<file path="src/rtl/video_timing_pkg.sv">
// Shared raster timing constants for the 1280x720@60 display path.
// The sprite renderers and the output mixer import the same constants so that
// every block agrees on the coordinate width and the line/frame geometry.
package video_timing_pkg;

   // Width of the pixel coordinates and of the frame counter.
   localparam int COORD_W = 16;

   // Horizontal timing, in pixels: active, front porch, sync, back porch.
   localparam int H_ACTIVE = 1280;
   localparam int H_FP     = 110;
   localparam int H_SYNC   = 40;
   localparam int H_BP     = 220;

   // Vertical timing, in lines: active, front porch, sync, back porch.
   localparam int V_ACTIVE = 720;
   localparam int V_FP     = 5;
   localparam int V_SYNC   = 5;
   localparam int V_BP     = 20;

   // Full line length (1650) and full frame height (750).
   localparam int H_TOTAL = H_ACTIVE + H_FP + H_SYNC + H_BP;
   localparam int V_TOTAL = V_ACTIVE + V_FP + V_SYNC + V_BP;

   // True when lo <= pos < lo+len.
   function automatic logic in_window(input logic [COORD_W-1:0] pos,
                                      input int lo, input int len);
      int p;
      p = int'(pos);
      return (p >= lo) && (p < (lo + len));
   endfunction

endpackage

</file>
<file path="src/rtl/timing_axis_counter.sv">
// One raster axis: a wrap counter 0..TOTAL-1 with a count enable.
// Ports:
//   clk, rst_n  - clock, asynchronous active-low reset
//   en          - advance by one position on this edge
//   cnt         - current position (registered); resets to TOTAL-1 so the
//                 first enabled edge lands on 0
//   wrap        - this edge moves the counter from TOTAL-1 back to 0
//   active_nxt  - the position being entered is inside the active window
//   sync_nxt    - the position being entered is inside the sync window
// The window decodes look at the next value, so a register fed from them
// lines up with cnt after the same edge.
module timing_axis_counter
   import video_timing_pkg::*;
#(
   parameter int TOTAL      = H_TOTAL,
   parameter int ACTIVE     = H_ACTIVE,
   parameter int SYNC_START = H_ACTIVE + H_FP,
   parameter int SYNC_LEN   = H_SYNC
) (
   input  logic               clk,
   input  logic               rst_n,
   input  logic               en,
   output logic [COORD_W-1:0] cnt,
   output logic               wrap,
   output logic               active_nxt,
   output logic               sync_nxt
);

   localparam logic [COORD_W-1:0] LAST = COORD_W'(TOTAL - 1);

   logic [COORD_W-1:0] cnt_r;
   logic [COORD_W-1:0] nxt_s;
   logic               wrap_s;

   // Next position: hold, step, or wrap at the terminal count.
   always_comb begin
      nxt_s  = cnt_r;
      wrap_s = 1'b0;
      if (en) begin
         if (cnt_r == LAST) begin
            nxt_s  = COORD_W'(0);
            wrap_s = 1'b1;
         end else begin
            nxt_s  = cnt_r + COORD_W'(1);
         end
      end else begin
         nxt_s = cnt_r;
      end
   end

   // Position register.
   always_ff @(posedge clk or negedge rst_n) begin
      if (!rst_n) begin
         cnt_r <= LAST;
      end else begin
         cnt_r <= nxt_s;
      end
   end

   assign cnt        = cnt_r;
   assign wrap       = wrap_s;
   assign active_nxt = in_window(nxt_s, 0, ACTIVE);
   assign sync_nxt   = in_window(nxt_s, SYNC_START, SYNC_LEN);

endmodule

</file>
<file path="src/rtl/video_timing_gen.sv">
// Pixel-rate raster timing generator (default 1280x720@60).
// Ports:
//   i_clk, i_rst_n  - pixel clock, asynchronous active-low reset
//   i_ce            - pixel advance enable
//   o_x, o_y        - current raster position
//   o_de            - position is inside the visible area
//   o_h_sync        - horizontal sync, active level H_SYNC_POL
//   o_v_sync        - vertical sync, active level V_SYNC_POL (whole lines)
//   o_line_start    - one-clock strobe on entering x=0
//   o_frame_start   - one-clock strobe on entering (0,0)
//   o_frame_cnt     - completed frames, wraps modulo 2^16
// All outputs are flops loaded from next-state decodes, so they always
// describe the same (o_x,o_y).
module video_timing_gen
   import video_timing_pkg::*;
#(
   parameter int H_ACTIVE   = video_timing_pkg::H_ACTIVE,
   parameter int H_FP       = video_timing_pkg::H_FP,
   parameter int H_SYNC     = video_timing_pkg::H_SYNC,
   parameter int H_BP       = video_timing_pkg::H_BP,
   parameter int V_ACTIVE   = video_timing_pkg::V_ACTIVE,
   parameter int V_FP       = video_timing_pkg::V_FP,
   parameter int V_SYNC     = video_timing_pkg::V_SYNC,
   parameter int V_BP       = video_timing_pkg::V_BP,
   parameter bit H_SYNC_POL = 1'b1,
   parameter bit V_SYNC_POL = 1'b1
) (
   input  logic               i_clk,
   input  logic               i_rst_n,
   input  logic               i_ce,
   output logic [COORD_W-1:0] o_x,
   output logic [COORD_W-1:0] o_y,
   output logic               o_de,
   output logic               o_h_sync,
   output logic               o_v_sync,
   output logic               o_line_start,
   output logic               o_frame_start,
   output logic [COORD_W-1:0] o_frame_cnt
);

   localparam int H_LEN = H_ACTIVE + H_FP + H_SYNC + H_BP;
   localparam int V_LEN = V_ACTIVE + V_FP + V_SYNC + V_BP;

   if ((H_LEN > 65535) || (V_LEN > 65535)) begin : g_bad_total
      $error("video_timing_gen: line or frame total exceeds 65535");
   end
   if ((H_FP == 0) || (H_SYNC == 0) || (H_BP == 0) ||
       (V_FP == 0) || (V_SYNC == 0) || (V_BP == 0)) begin : g_bad_zero
      $error("video_timing_gen: porch and sync widths must be non-zero");
   end

   logic h_wrap_s, h_active_s, h_sync_s;
   logic v_wrap_s, v_active_s, v_sync_s;

   logic               de_r;
   logic               h_sync_r;
   logic               v_sync_r;
   logic               line_start_r;
   logic               frame_start_r;
   logic [COORD_W-1:0] frame_cnt_r;
   logic               started_r;

   timing_axis_counter #(
      .TOTAL      (H_LEN),
      .ACTIVE     (H_ACTIVE),
      .SYNC_START (H_ACTIVE + H_FP),
      .SYNC_LEN   (H_SYNC)
   ) u_h_axis (
      .clk        (i_clk),
      .rst_n      (i_rst_n),
      .en         (i_ce),
      .cnt        (o_x),
      .wrap       (h_wrap_s),
      .active_nxt (h_active_s),
      .sync_nxt   (h_sync_s)
   );

   // The vertical axis steps only on the edge that ends a line.
   timing_axis_counter #(
      .TOTAL      (V_LEN),
      .ACTIVE     (V_ACTIVE),
      .SYNC_START (V_ACTIVE + V_FP),
      .SYNC_LEN   (V_SYNC)
   ) u_v_axis (
      .clk        (i_clk),
      .rst_n      (i_rst_n),
      .en         (h_wrap_s),
      .cnt        (o_y),
      .wrap       (v_wrap_s),
      .active_nxt (v_active_s),
      .sync_nxt   (v_sync_s)
   );

   // Output flops. The reset position is the last pixel of the last line,
   // so the first enabled edge is an ordinary wrap into (0,0); started_r
   // keeps that first entry from being counted as a completed frame.
   always_ff @(posedge i_clk or negedge i_rst_n) begin
      if (!i_rst_n) begin
         de_r          <= 1'b0;
         h_sync_r      <= ~H_SYNC_POL;
         v_sync_r      <= ~V_SYNC_POL;
         line_start_r  <= 1'b0;
         frame_start_r <= 1'b0;
         frame_cnt_r   <= COORD_W'(0);
         started_r     <= 1'b0;
      end else begin
         de_r          <= h_active_s & v_active_s;
         h_sync_r      <= h_sync_s ? H_SYNC_POL : ~H_SYNC_POL;
         v_sync_r      <= v_sync_s ? V_SYNC_POL : ~V_SYNC_POL;
         line_start_r  <= h_wrap_s;
         frame_start_r <= h_wrap_s & v_wrap_s;
         started_r     <= started_r | i_ce;
         if (h_wrap_s & v_wrap_s & started_r) begin
            frame_cnt_r <= frame_cnt_r + COORD_W'(1);
         end else begin
            frame_cnt_r <= frame_cnt_r;
         end
      end
   end

   assign o_de          = de_r;
   assign o_h_sync      = h_sync_r;
   assign o_v_sync      = v_sync_r;
   assign o_line_start  = line_start_r;
   assign o_frame_start = frame_start_r;
   assign o_frame_cnt   = frame_cnt_r;

endmodule

</file>
<file path="config.mk">
export PLATFORM = sky130hd
export DESIGN_NAME = video_timing_gen
export DESIGN_NICKNAME = d
export VERILOG_FILES = /design/src/rtl/video_timing_pkg.sv /design/src/rtl/timing_axis_counter.sv /design/src/rtl/video_timing_gen.sv
export SDC_FILE = /design/constraint.sdc
export NUM_CORES = 1
export LEC_CHECK = 0
export ABC_AREA = 1
export BUFFER_PORTS_ARGS = -buffer_cell sky130_fd_sc_hd__buf_2
export CAP_MARGIN = 20
export CORE_ASPECT_RATIO = 0.7
export CORE_MARGIN = 2
export CORE_UTILIZATION = 58
export DETAILED_ROUTE_END_ITERATION = 7
export PLACE_DENSITY = 0.81
export SYNTH_ARGS = -nofsm -noshare
export SYNTH_HDL_FRONTEND = slang
export SYNTH_SLANG_ARGS = --single-unit
</file>
<file path="constraint.sdc">
create_clock -name i_clk -period 2.5 [get_ports i_clk]
set_clock_uncertainty 0.05 [all_clocks]
set_input_delay 0.5 -clock i_clk [delete_from_list [all_inputs] [get_ports i_clk]]
set_output_delay 0.5 -clock i_clk [all_outputs]
set_load 0.005 [all_outputs]
</file>
### After elaboration in Yosys (flattened, before gate mapping)

Cells that the tools add are included.

* output and inout port bits: 53
* input bits: 3
* word-level logic and storage cells: 36
* register bits after elaboration: 54

* $add $sub $neg: 3
* bitwise operators: 4
* multiplexer cells: 10
* $lt $le $gt $ge: 6
* eq/ne operators: 2
* reductions and logical operators: 2

Operators by type and width (number)
* $mux W16: 4
* $add A16 B1 Y16 const B: 3
* $lt A16 B10 Y1 const B: 2
* $lt A16 B11 Y1 const B: 2
* $eq A16 B10 Y1 const B: 1
* $eq A16 B11 Y1 const B: 1
* $ge A16 B10 Y1 const B: 1
* $ge A16 B11 Y1 const B: 1
* $mux W1: 6
* $and A1 B1 Y1: 3
* $logic_and A1 B1 Y1: 2
* $or A1 B1 Y1: 1

### Depth between registers and ports, before layout

Gate-level depths: netlist of the first run.

* depth in word-level cells: 7
* gate-level depth with buffers: 16
* depth with buffers taken out: 16

### Cells and area by module

Synthesis of the first run repeated with hierarchy kept, for this count alone.

* cells, all modules: 478
* area, all modules: 3405.8 µm²

Modules (own cells, without submodules)
* timing_axis_counter (u_v_axis): area each 1228.7 µm², cells each 185, instances 1
* timing_axis_counter (u_h_axis): area each 1136.1 µm², cells each 178, instances 1
* video_timing_gen: area each 1041.0 µm², cells each 115, instances 1

### Worst setup path before layout of the first run

OpenSTA, ideal clock, no wires.

* path kind: register to register
* start: register u_h_axis.cnt_r[0], in the netlist u_h_axis.cnt[0]
* end: register frame_cnt_r[13], in the netlist o_frame_cnt[13]
* arrival: 1.744 ns
* library setup time: 0.121 ns
* path slack: 0.585 ns
* cell stages (with the launch flop): 10
* period minus slack after synthesis: 1.915 ns
* path through: dfstp_2 ha_1 nand3_1 nor2_4 nand3_4 buf_6 nor3_4 inv_4 nand2_1 o21ai_1

* word-level cells in the longest chain between the ends: 6

RTL lines
* from (decl): line timing_axis_counter.sv:31 `logic [COORD_W-1:0] cnt_r;`
* from (signal assigned): line timing_axis_counter.sv:56 `cnt_r <= nxt_s;`
* $eq A16 B11 Y1 (*): line timing_axis_counter.sv:40 `if (cnt_r == LAST) begin`
* $mux W1 (*): line timing_axis_counter.sv:40
* $mux W1 (*): line timing_axis_counter.sv:39 `if (en) begin`
* $mux W1: line timing_axis_counter.sv:39
* $and A1 B1 Y1 (*) (2 in series): line video_timing_gen.sv:113 `if (h_wrap_s & v_wrap_s & started_r) begin`
* to (signal assigned): line video_timing_gen.sv:114 `frame_cnt_r <= frame_cnt_r + COORD_W'(1);`
* to (signal assigned): line video_timing_gen.sv:116 `frame_cnt_r <= frame_cnt_r;`
* to (decl): line video_timing_gen.sv:60 `logic [COORD_W-1:0] frame_cnt_r;`

Mark *: on every way between the ends. The rest lies on a longest branch, timed or not.
A chain may end at the register's enable or synchronous reset.

### Final worst setup path of the first run

* start: register u_h_axis.cnt_r[0], in the netlist u_h_axis.cnt[0]
* end: register de_r, in the netlist o_de

* word-level cells in the longest chain between the ends: 6
* elaborated cells between the ends (all ways): 10

RTL lines
* $eq A16 B11 Y1: line timing_axis_counter.sv:40
* $mux W1: line timing_axis_counter.sv:40
* $mux W1: line timing_axis_counter.sv:39
* net h_wrap_s: line video_timing_gen.sv:52 `logic h_wrap_s, h_active_s, h_sync_s;`
* $mux W16: line timing_axis_counter.sv:39
* $lt A16 B10 Y1: line video_timing_pkg.sv:30 `return (p >= lo) && (p < (lo + len));`
* $and A1 B1 Y1: line video_timing_gen.sv:107 `de_r <= h_active_s & v_active_s;`
* to (signal assigned): line video_timing_gen.sv:107
* to (decl): line video_timing_gen.sv:55 `logic de_r;`

The timed path passes the listed nets, and every way through them passes these cells.

==> impl_metrics.env, run 1 <==
export IMPL_status="completed"
export IMPL_synth_edf_count=0
export IMPL_postPlaceCellArea_mm2=0.004073
export IMPL_diodes=0
export IMPL_cts_tree="built"
export IMPL_tns_ns=0
export IMPL_ys_seq_elements=54
export IMPL_clkSlewWorstSetupHoldPaths_ns=0.10
export IMPL_yosys_warnings=0
export IMPL_worst_pin_slew_ns=0.5255
export IMPL_drv_slew=0
export IMPL_seq_power_share_pct=45.9
export IMPL_crit_family="simple AND/OR/NAND/NOR gates"
export IMPL_period_needed_ns=2.324
export IMPL_syn_nets=576
export IMPL_dp_hpwl_um=7921
export IMPL_start_kind="register"
export IMPL_ys_seq_area_share_pct=36.86
export IMPL_ff2ff_setup_slack_ns=0.18
export IMPL_yosysTopAreaCellShare_pct=27.66
export IMPL_internal_power_w=0.001546
export IMPL_die_x_um=99.59
export IMPL_ir_drop_v=0.0005845
export IMPL_drtIter0Drc=319
export IMPL_gp_congestion=1.003
export IMPL_synthCells=568
export IMPL_overflow=0
export IMPL_ctsRootBufferMaster="clkbuf_8"
export IMPL_grt_total_usage_pct=30.12
export IMPL_synth_area_leaders="dfrtp_1, nand2_1, nor2_1, dfstp_2, inv_1"
export IMPL_setup_violations=0
export IMPL_clock_fmax_ghz=0.4303
export IMPL_setup_slack_ns=0.1762
export IMPL_path_common_cell="nand2_1"
export IMPL_cts_buffer_depth=2
export IMPL_initial_core_util_pct=59.68
export IMPL_crit_chain="ha_1 > inv_1 > nor2_1 > nand2_1 > nor2_1 > nand2_2 > inv_6 > nor2_1 > nand2_1 > nand2_1 > nand2_1 > nand2_1 > nor2_1 > nand2_1 > nor2_1"
export IMPL_yosysTopAreaCell="dfrtp_1"
export IMPL_grt_antenna_before_repair=0
export IMPL_drt_total_wl_um=10310
export IMPL_required_ns=2.72
export IMPL_core_area_mm2=0.006216
export IMPL_path_max_fanout=10
export IMPL_grt_max_degree=21
export IMPL_slew_headroom_pct=64.96
export IMPL_finalNetCount=637
export IMPL_via_count=3847
export IMPL_powerDensity_mw_per_mm2=655.2
export IMPL_avgSynthCellArea_um2=6.531
export IMPL_ant_nets=0
export IMPL_dieArea_mm2=0.007062
export IMPL_rsz0062_at_grt="false"
export IMPL_p_sw_w=0.001183
export IMPL_cts_sinks=54
export IMPL_die_y_um=70.92
export IMPL_layout_drive_gt1_share_pct=16.67
export IMPL_async_flop_share_pct=100.0
export IMPL_clk_latency_ns=0.32
export IMPL_drt_vias_per_instance=5.434
export IMPL_first_global_vias=3369
export IMPL_post_drt_wl_per_cell_um=14.56
export IMPL_p_clk_share_pct=19.0
export IMPL_combPwrFrac_pct=35.1
export IMPL_postLayoutCellArea_mm2=0.004165
export IMPL_syn_area_mm2=0.003710
export IMPL_portBuffers=55
export IMPL_maxCapViolations=0
export IMPL_num_io_pins=56
export IMPL_critPathMaxStageDelay_ns=0.60
export IMPL_place_ws_ns=0.2019
export IMPL_dr_pass1_iters=6
export IMPL_period_share_pct=92.95
export IMPL_crit_type="reg -> reg"
export IMPL_num_rows=24
export IMPL_worst_ep_arrival_time_ns=2.54
export IMPL_hp_class="in -> async"
export IMPL_final_hold_viol_count=0
export IMPL_drc=0
export IMPL_cts_hold_buf=0
export IMPL_syn_to_final_growth_pct=12.28
export IMPL_synth_cell_types=31
export IMPL_critPathSlowestCell="dfstp_2"
export IMPL_endpoint_kind="register"
export IMPL_htreeDepth=2
export IMPL_yosys_top_cells_count="nand2_1, nor2_1, inv_1"
export IMPL_worst_path_buf_inv=2
export IMPL_synth_most_common_cell="nand2_1"
export IMPL_synthFlopType="dfrtp_1"
export IMPL_p_leak_nw=2.224
export IMPL_cts_buffers=5
export IMPL_grt_first_pass_wirelength_um=16650
export IMPL_sw_frac_of_total_pct=43.34
-- cell type report --
cell class | instances | area [um^2]
fillers | 579 | 2051
multi-input cells | 433 | 2016
flip-flops and latches | 54 | 1368
inverters | 77 | 300.3
repair buffers | 58 | 297.8
well taps | 78 | 97.59
clock buffers | 6 | 72.57
clock inverters | 2 | 13.76
-- power groups by stage --
stage	combinational (W)	sequential, W	clock, W
global route	0.00108	0.00127	0.000558
detailed placement	0.000936	0.00125	0
global placement	0.000930	0.00125	0
finish	0.000958	0.00125	0.000519
CTS	0.000942	0.00124	0.000529
floorplan	0.000640	0.00120	0
-- path summary, 6_finish.rpt --
path,depth (start not counted),from,to
worst max-delay path,15,u_h_axis.cnt[0]$_DFF_PN1_,o_de$_DFF_PN0_
worst min-delay path,1,i_rst_n,o_v_sync$_DFF_PN0_
worst max register to register,15,u_h_axis.cnt[0]$_DFF_PN1_,o_de$_DFF_PN0_
worst min register to register,1,o_frame_cnt[6]$_DFFE_PN0P_,o_frame_cnt[6]$_DFFE_PN0P_
max in group asynchronous,2,i_rst_n,u_v_axis.cnt[3]$_DFF_PN1_
min in group i_clk,1,o_frame_cnt[6]$_DFFE_PN0P_,o_frame_cnt[6]$_DFFE_PN0P_
-- layer usage --
layer,vias up,track usage [%],routed length (um)
met5,-,0,0
met4,0,7.154,148
met3,13,5.830,1007
met2,189,42.87,4287
met1,1755,47.35,4867
li1,1890,-,-
-- registers in the layout (all words and copies together), names as in the netlist --
| register | count |
|---|---|
| o_frame_cnt | 16 |
| u_h_axis.cnt | 16 |
| u_v_axis.cnt | 16 |
| o_de | 1 |
| o_frame_start | 1 |
| o_h_sync | 1 |
| o_line_start | 1 |
| o_v_sync | 1 |
| started_r | 1 |
-- cell usage in the layout (no fill, tap or decap), types with 3 or more instances in the layout --
cell	netlist	layout
nor3_1	5	5
o21ai_1	4	4
dfstp_2	13	13
nand4_1	15	15
nand2_2	3	3
o21ai_0	16	16
nor2_1	106	105
dfrtp_1	41	41
nor2_4	4	4
xnor2_1	10	10
nor2_2	7	8
xor2_1	8	8
nand2_1	186	186
buf_2	2	55
inv_1	71	71
nand3_1	50	50
buf_4	0	3
clkbuf_8	0	5
ha_1	5	5
a21oi_1	3	3
-- what timing repair did --
action,CTS,global route
gates resized for setup,0,3
buffers inserted,0,0
setup endpoints to repair,0,2
endpoints found under the hold margin,0,0
-- stage by stage --
step / power [W] / hold WS, ns / utilization (%) / cells
after floorplan: 0.001839 / 0.1544 / - / 568
after global placement: 0.002181 / 0.4382 / 65.52 / 700
after detailed placement: 0.002190 / 0.4516 / 65.52 / 700
after CTS: 0.002708 / 0.09558 / 66.91 / 708
after global routing: 0.002909 / 0.1233 / 67.01 / 708
final: 0.002729 / 0.08597 / 67.01 / 708
-- kinds of logic after synthesis --
| kind of cell | after synthesis | synth area share (%) |
|---|---|---|
| compound gates | 26 | 3.778 |
| xor+xnor | 18 | 4.250 |
| fa+ha+maj | 5 | 1.686 |
| buf+inv | 81 | 8.870 |
| flops | 54 | 36.86 |
| simple gates | 384 | 44.55 |
Note: power is estimated with default switching activity, not from simulation.
==> run 2: changes to the inputs <==
- GPL_TIMING_DRIVEN: not set -> 0
==> impl_metrics.env, run 2 (same netlist as run 1, synthesis figures left out) <==
export IMPL_status="completed"
export IMPL_drtIter0Drc=299
export IMPL_grt_antenna_before_repair=0
export IMPL_ir_drop_v=0.0005460
export IMPL_final_hold_viol_count=0
export IMPL_worst_pin_slew_ns=0.5067
export IMPL_r2r_cells=14
export IMPL_regToRegEndpoint="o_de$_DFF_PN0_"
export IMPL_cts_hold_buf=0
export IMPL_ff2ff_setup_slack_ns=0.17
export IMPL_ant_nets=0
export IMPL_hp_class="in -> async"
export IMPL_ctsRootBufferMaster="clkbuf_8"
export IMPL_finalNetCount=638
export IMPL_post_drt_wl_per_cell_um=13.84
export IMPL_grt_first_pass_wirelength_um=16420
export IMPL_num_rows=24
export IMPL_first_global_vias=3399
export IMPL_drt_total_wl_um=9816
export IMPL_cts_sinks=54
export IMPL_final_util_pct=68.18
export IMPL_path_max_fanout=10
export IMPL_grt_total_usage_pct=29.21
export IMPL_layout_cells_non_filler=709
export IMPL_clock_fmax_ghz=0.4297
export IMPL_maxCapViolations=0
export IMPL_cts_setup_buffers=0
export IMPL_drc=0
export IMPL_grt_max_degree=37
export IMPL_htreeDepth=2
export IMPL_final_common_cell="nand2_1"
export IMPL_tns_ns=0
export IMPL_slew_headroom_pct=66.15
export IMPL_crit_path_start="u_h_axis.cnt[0]$_DFF_PN1_"
export IMPL_period_share_pct=93.10
export IMPL_initial_core_util_pct=59.68
export IMPL_powerDensity_mw_per_mm2=661.4
export IMPL_core_area_mm2=0.006216
export IMPL_rsz0062_at_grt="true"
export IMPL_gp_congestion=0.9776
export IMPL_setup_violations=0
export IMPL_die_y_um=70.92
export IMPL_cts_buffer_depth=2
export IMPL_drv_slew=0
export IMPL_regToRegStartpoint="u_h_axis.cnt[0]$_DFF_PN1_"
export IMPL_required_ns=2.65
export IMPL_num_io_pins=56
export IMPL_dr_pass1_iters=5
export IMPL_post_cts_resized=0
export IMPL_syn_to_final_growth_pct=14.23
export IMPL_overflow=0
export IMPL_fillerInstances=579
export IMPL_cts_buffers=5
export IMPL_dp_cells=701
export IMPL_grt_met1_usage_pct=46.67
export IMPL_crit_type="reg -> reg"
export IMPL_via_count=3828
export IMPL_die_x_um=99.59
export IMPL_layout_drive_gt1_share_pct=17.59
export IMPL_p_leak_nw=2.261
export IMPL_drt_vias_per_instance=5.399
export IMPL_portBuffers=54
export IMPL_clk_latency_ns=0.31
export IMPL_endpoint_kind="register"
export IMPL_grt_busiest_layer="met1"
export IMPL_fin_hold_ws_ns=0.07775
export IMPL_diodes=0
export IMPL_dieArea_mm2=0.007062
export IMPL_cts_tree="built"
export IMPL_grt_met3_usage_pct=7.411
export IMPL_start_kind="register"
export IMPL_period_needed_ns=2.327
export IMPL_layout_common_cells="nand2_1, nor2_1, inv_1, buf_2, nand3_1"
export IMPL_dp_hpwl_um=7659
export IMPL_worst_ep_arrival_time_ns=2.48
export IMPL_power_w=0.002803
export IMPL_grt_met2_usage_pct=40.84
export IMPL_clkSlewWorstSetupHoldPaths_ns=0.10
run 2: cell count changes in the layout (fill, tap and decap cells not counted), sizes merged:
cell	before	now
clkinv	2	1
clkbuf	6	5
buf	58	59
clkinvlp	0	1
bufinv	0	1
run 2: worst max-delay path by stage:
stage | to | cells after the start | slack [ns]
2_1_floorplan | o_frame_cnt[13]$_DFFE_PN0P_ | 9 | 0.58
3_3_place_gp | o_v_sync$_DFF_PN0_ | 13 | 0.14
3_5_place_dp | o_v_sync$_DFF_PN0_ | 13 | 0.11
4_1_cts | o_v_sync$_DFF_PN0_ | 13 | 0.08
5_1_grt | o_v_sync$_DFF_PN0_ | 13 | -0.02
6_report | o_de$_DFF_PN0_ | 14 | 0.17
run 2: through the flow:
| stage | setup WS (ns) | cell area (um^2) |
|---|---|---|
| 4_1_cts | 0.08068 | 4215 |
| 3_5_place_dp | 0.1088 | 4098 |
| 5_1_grt | -0.01648 | 4238 |
| 2_1_floorplan | 0.5847 | 3710 |
| 3_3_place_gp | 0.1427 | 4078 |
| 6_report | 0.1726 | 4238 |
run 2: report_power, final:
group	internal, W	switching (W)	leakage, nW
Clock	0.000306	0.000307	0.0563
Sequential	0.00102	0.000207	0.655
Combinational	0.000331	0.000631	1.55
Total	0.00166	0.00115	2.26
run 2: layout make-up:
cell class                 instances  area (um^2)  area share [%]
inverter                          77        300.3           7.086
clock buffer                       5        68.82           1.624
sequential                        54         1368           32.27
clock inverter                     3        48.80           1.151
multi-input combinational        433         2032           47.95
buffer                             4        32.53          0.7676
timing repair buffer              55        290.3           6.850
tap                               78        97.59           2.303
run 2: per-layer routing:
metal  vias up  part of all wire (%)
li1       1897                     -
met1      1752                    49
met2       175                    41
met3         4                   9.5
met4         0                  0.30
met5         -                     0
run 2: worst max-delay path: stages (launching register included):
cell and delay (ns):
dfstp_2 0.60, ha_1 0.21, inv_1 0.05, nor2_1 0.16, nand2_1 0.09, nor2_2 0.13
nand2_4 0.14, inv_6 0.15, nand2_1 0.06, nand2_1 0.07, nand3_2 0.08, nor2_2 0.12
nand2_1 0.08, nor2_1 0.16, nor2_1 0.06
